## config.mk

```make
export PLATFORM = sky130hd
export DESIGN_NAME = pipe_stage_reg
export DESIGN_NICKNAME = d
export VERILOG_FILES = /design/src/rtl/pipe_stage_reg.sv
export SDC_FILE = /design/constraint.sdc
export NUM_CORES = 1
export LEC_CHECK = 0
export CAP_MARGIN = 40
export CORE_ASPECT_RATIO = 1.5
export CORE_MARGIN = 2
export CORE_UTILIZATION = 50
export DETAILED_ROUTE_END_ITERATION = 8
export PLACE_DENSITY_LB_ADDON = 0.08
export SYNTH_ARGS = -nofsm -noshare
export SYNTH_HDL_FRONTEND = slang
export SYNTH_SLANG_ARGS = --single-unit
```

## constraint.sdc

```tcl
create_clock -name clock -period 3.8 [get_ports clock]
set_clock_uncertainty 0.1 [all_clocks]
set_input_delay 0.76 -clock clock [delete_from_list [all_inputs] [get_ports clock]]
set_output_delay 0.76 -clock clock [all_outputs]
set_load 0.01 [all_outputs]
```

## src/rtl/pipe_stage_reg.sv

```systemverilog
// Pipeline stage register with a head entry plus an optional skid entry.
// Supports stall (hazard hold), flush (kill) and a saturating count of flushed beats.
module pipe_stage_reg #(
    parameter int                 DATA_W      = 128,
    parameter int                 CTRL_W      = 16,
    parameter logic [CTRL_W-1:0]  CTRL_BUBBLE = {CTRL_W{1'b0}},
    parameter bit                 SKID_EN     = 1'b1
) (
    input  logic              clock,
    input  logic              reset_n,
    input  logic              in_valid,
    output logic              in_ready,
    input  logic [CTRL_W-1:0] in_ctrl,
    input  logic [DATA_W-1:0] in_data,
    output logic              out_valid,
    input  logic              out_ready,
    output logic [CTRL_W-1:0] out_ctrl,
    output logic [DATA_W-1:0] out_data,
    input  logic              stall,
    input  logic              flush,
    output logic [1:0]        occupancy,
    output logic [7:0]        drop_cnt
);

    logic              head_v_q, head_v_d;
    logic              skid_v_q, skid_v_d;
    logic [CTRL_W-1:0] head_c_q, head_c_d;
    logic [CTRL_W-1:0] skid_c_q, skid_c_d;
    logic [DATA_W-1:0] head_d_q, head_d_d;
    logic [DATA_W-1:0] skid_d_q, skid_d_d;
    logic [7:0]        drop_q, drop_d;
    logic              rdy_en_q;
    logic              accept_s;
    logic              emit_s;
    logic [8:0]        drop_sum_s;

    // rdy_en_q keeps in_ready low through reset and lets it rise on the first edge after.
    assign in_ready  = SKID_EN ? (rdy_en_q & ~skid_v_q & ~stall)
                               : (rdy_en_q & (~head_v_q | out_ready) & ~stall);
    assign out_valid = head_v_q & ~stall;
    assign out_ctrl  = out_valid ? head_c_q : CTRL_BUBBLE;
    assign out_data  = head_d_q;
    assign occupancy = {1'b0, head_v_q} + {1'b0, skid_v_q};
    assign drop_cnt  = drop_q;
    assign accept_s  = in_valid & in_ready;
    assign emit_s    = out_valid & out_ready;

    // Beats lost on a flush: held entries plus the accepted beat, minus a head taken downstream.
    assign drop_sum_s = {1'b0, drop_q} + {8'b0, head_v_q} + {8'b0, skid_v_q}
                      + {8'b0, accept_s} - {8'b0, emit_s};

    // Next-state selection for the entries and the drop counter.
    always_comb begin
        head_v_d = head_v_q;
        skid_v_d = skid_v_q;
        head_c_d = head_c_q;
        skid_c_d = skid_c_q;
        head_d_d = head_d_q;
        skid_d_d = skid_d_q;
        drop_d   = drop_q;
        if (flush) begin
            head_v_d = 1'b0;
            skid_v_d = 1'b0;
            head_c_d = CTRL_BUBBLE;
            skid_c_d = CTRL_BUBBLE;
            drop_d   = drop_sum_s[8] ? 8'hFF : drop_sum_s[7:0];
        end else if (stall) begin
            drop_d = drop_q;
        end else if (emit_s || !head_v_q) begin
            if (skid_v_q) begin
                head_v_d = 1'b1;
                head_c_d = skid_c_q;
                head_d_d = skid_d_q;
                skid_v_d = accept_s;
                skid_c_d = accept_s ? in_ctrl : CTRL_BUBBLE;
                skid_d_d = accept_s ? in_data : skid_d_q;
            end else begin
                head_v_d = accept_s;
                head_c_d = accept_s ? in_ctrl : CTRL_BUBBLE;
                head_d_d = accept_s ? in_data : head_d_q;
            end
        end else if (accept_s && SKID_EN) begin
            skid_v_d = 1'b1;
            skid_c_d = in_ctrl;
            skid_d_d = in_data;
        end else begin
            skid_v_d = skid_v_q;
        end
    end

    // State registers, asynchronously cleared.
    always_ff @(posedge clock or negedge reset_n) begin
        if (!reset_n) begin
            head_v_q <= 1'b0;
            skid_v_q <= 1'b0;
            head_c_q <= CTRL_BUBBLE;
            skid_c_q <= CTRL_BUBBLE;
            head_d_q <= {DATA_W{1'b0}};
            skid_d_q <= {DATA_W{1'b0}};
            drop_q   <= 8'd0;
            rdy_en_q <= 1'b0;
        end else begin
            head_v_q <= head_v_d;
            skid_v_q <= skid_v_d;
            head_c_q <= head_c_d;
            skid_c_q <= skid_c_d;
            head_d_q <= head_d_d;
            skid_d_q <= skid_d_d;
            drop_q   <= drop_d;
            rdy_en_q <= 1'b1;
        end
    end

endmodule

```

==> out/qor.csv <==
stage;metric;value;unit
cells_and_area;fin_nets;1532;
floorplanning;start_util;0.5041;
place;post-place-ws;-0.2563;ns
timing;fin_crit;3.502;ns
global_routing;grt-ovfl-total;0;
min_path;min_path_type;in2async;
power_and_ir_drop;leakagePower;7.508;nW
clock_network;cts_tree;yes;
clock_network;cts_buffers;30;
synth;synth.most_common_cell;dfrtp_1;
timing;worstMarginPinSlew;0.8290;ns
setup_path;end_kind;flip-flop;
synth;synth_nets;1231;
clock_network;h-tree-depth;1;
setup_path;startpoint_type;input port;
synth;synthArstFlopShare;1.000;
place;hpwl;20.18;mm
global_routing;grt_usage;0.2230;
global_routing;met3_usage;0.06162;
global_routing;grt-busiest-layer;met2;
cells_and_area;syn2layout_area_growth;35.24;%
place;globalplace.congestion;0.8019;
job;drv_cap;0;
power_and_ir_drop;ir_worst_vdd;0.4190;mV
power_and_ir_drop;power.share.clock;0.280;
floorplanning;coreArea;0.02558;mm^2
global_routing;grt_pass1_vias;9076;
synth;synth_edf_count;0;
power_and_ir_drop;p_switching;2.961;mW
timing;max_freq;0.2856;GHz
floorplanning;die_w;135.1;um
synth;yosysSeqAreaShare;0.5802;
synth;synth_top_area_share;0.5802;
synth;synth-seq-cells;299;
global_routing;grt_use_met1;0.2763;
cells_and_area;drive_gt1_frac;0.1318;
route;vias;8968;
clock_network;clk_path_buf_depth;3;
route;drtIter0Drc;398;
clock_network;cts_resized;0;
setup_path;critPathMaxFanout;5;
global_routing;antenna_found_initial;3;
global_routing;met2_usage;0.3738;
synth;synth_area_leader_cell;dfrtp_1;
synth;synthTopCellsByCount;299 x dfrtp_1, 158 x nand2_1, 146 x o21ai_0;
route;first_pass_iters;4;
route;drt-total-wl;30.17;mm
power_and_ir_drop;power.density;594.4;mW/mm^2
setup_path;critPathRequiredTime;4.11;ns
floorplanning;num_io_pins;306;
timing;slew_violations;0;
clock_network;cts.clk_slew.worst_paths;0.06;ns
route;vias_per_cell;5.205;
power_and_ir_drop;power_frac_comb;0.285;
floorplanning;die_area;0.02712;mm^2
clock_network;post_cts_buffers;0;
synth;postSynthAreaPerCell;12.12;um^2
floorplanning;rows;72;
power_and_ir_drop;swShare;0.2856;
route;drc;0;
outcome;status;finished clean;
clock_network;ctsHoldBuffers;0;
synth;syn-cell-area;0.01290;mm^2
route;antenna_left;0;
cells_and_area;utilization;0.6817;
place;io_buffer_count;305;
synth;yosysUniqueCellTypes;38;
clock_network;clockRootBuffer;clkbuf_16;
timing;slew-limit-headroom;0.4473;
route;wl_per_cell;17.51;um
timing;hold_viol;0;
clock_network;clkLatencyLatePin;0.55;ns
setup_path;criticalPathCategory;in2reg;
synth;ys.flop_type;dfrtp_1;
clock_network;cts_sinks;299;
synth;syn_inst;1064;
floorplanning;die_y;200.7;um
global_routing;grt_pass1_wl;48.67;mm
synth;synth.area.top_cells;dfrtp_1 58%, mux2i_1 11%, mux2_2 8.4%, o21ai_0 5.7%, nand2_1 4.6%;
power_and_ir_drop;p_int;7.406;mW
synth;ys_warn_count;0;
timing;setup-violations-final;0;
setup_path;arrival;3.82;ns
power_and_ir_drop;p_seq_frac;0.434;
global_routing;grt_max_degree;130;
timing;rsz0062_at_grt;false;
timing;timing.final.ws_setup;0.2980;ns
timing;finalCritPeriodShare;0.9216;
-- worst paths after layout --
path                                             to  slack [ns]               startpoint  cells after the start
max                         drop_cnt[0]$_DFFE_PN0P_        0.30                    stall                     16
min                        skid_c_q[14]$_DFFE_PN0P_        0.03                  reset_n                      1
max reg2reg                 drop_cnt[0]$_DFFE_PN0P_        0.54     head_v_q$_DFFE_PN0P_                     16
min reg2reg                 head_c_q[5]$_DFFE_PN0P_        0.37  head_c_q[5]$_DFFE_PN0P_                      2
max in group asynchronous  out_data[58]$_DFFE_PN0P_        2.75                  reset_n                      2
min in group clock          head_c_q[5]$_DFFE_PN0P_        0.37  head_c_q[5]$_DFFE_PN0P_                      2
-- kinds of logic after synthesis --
logic type | after synthesis | share of synthesized area
compound gates | 184 | 0.08053
xor+xnor | 6 | 0.004076
fa+ha+maj | 17 | 0.01766
buf+inv | 88 | 0.03066
flops | 299 | 0.5802
mux | 273 | 0.2244
other cells | 1 | 0.0002908
simple gates | 196 | 0.06219
-- critical path, stage by stage --
cell and delay [ns]:
clkdlybuf4s50_1 0.50, nor2_1 0.06, nand2_1 0.08, inv_1 0.05, ha_1 0.28, fa_1 0.43
inv_1 0.07, ha_1 0.16, inv_1 0.06, fa_1 0.43, nand2_1 0.10, a41oi_1 0.15
o211ai_1 0.23, xnor2_1 0.18, buf_4 0.18, a31oi_1 0.08
-- cell type report --
cell class | instances | area (um^2)
inverter | 20 | 75.07
fill | 1960 | 8144
tap | 333 | 416.7
multi-input combinational | 677 | 5036
clock inverter | 10 | 75.07
clock buffer | 45 | 898.4
sequential | 299 | 7486
antenna | 2 | 5.005
timing repair buffer | 337 | 3448
-- routing by layer --
layer  part of all wire  vias to the layer above
li1                   -                     4326
met1               0.40                     4361
met2               0.50                      230
met3              0.070                       49
met4              0.032                        2
met5            0.00040                        -
-- layout by cell type (no fill, tap or decap), types with 12 or more instances in the layout --
cell type | netlist | final
clkbuf_16 | 0 | 31
buf_12 | 0 | 12
a22o_1 | 16 | 16
o21ai_0 | 146 | 146
mux2_1 | 33 | 33
mux2i_1 | 144 | 144
clkdlybuf4s50_1 | 0 | 304
buf_4 | 1 | 20
inv_1 | 18 | 18
ha_1 | 15 | 15
mux2_2 | 96 | 96
and3_1 | 19 | 19
dfrtp_1 | 299 | 298
nand2_1 | 158 | 158
-- through the flow --
step | hold WS, ns | std cells | cell area, um^2 | power [mW] | setup TNS, ns
after floorplan | 0.3429 | 1064 | 12900 | 5.994 | 0
after global placement | 0.3537 | 1666 | 16460 | 7.434 | -1.426
after detailed placement | 0.3636 | 1666 | 16460 | 7.538 | -1.916
after CTS | 0.03564 | 1721 | 17440 | 10.48 | 0
after global routing | 0.05413 | 1723 | 17440 | 10.97 | 0
final | 0.03242 | 1723 | 17440 | 10.37 | 0
-- power groups by stage --
stage	Combinational (mW)	Clock [mW]	Sequential, mW
after floorplan	1.34	0	4.65
after global placement	2.92	0	4.51
after detailed placement	2.98	0	4.56
after CTS	2.99	2.98	4.51
after global routing	3.25	3.10	4.62
final	2.96	2.91	4.50
-- state kept, by name, summed over array words and instances, names as in the netlist --
name      flops
drop_cnt      8
head_c_q     16
head_v_q      1
out_data    128
rdy_en_q      1
skid_c_q     16
skid_d_q    128
skid_v_q      1
Note: power is estimated with default switching activity, not from simulation.
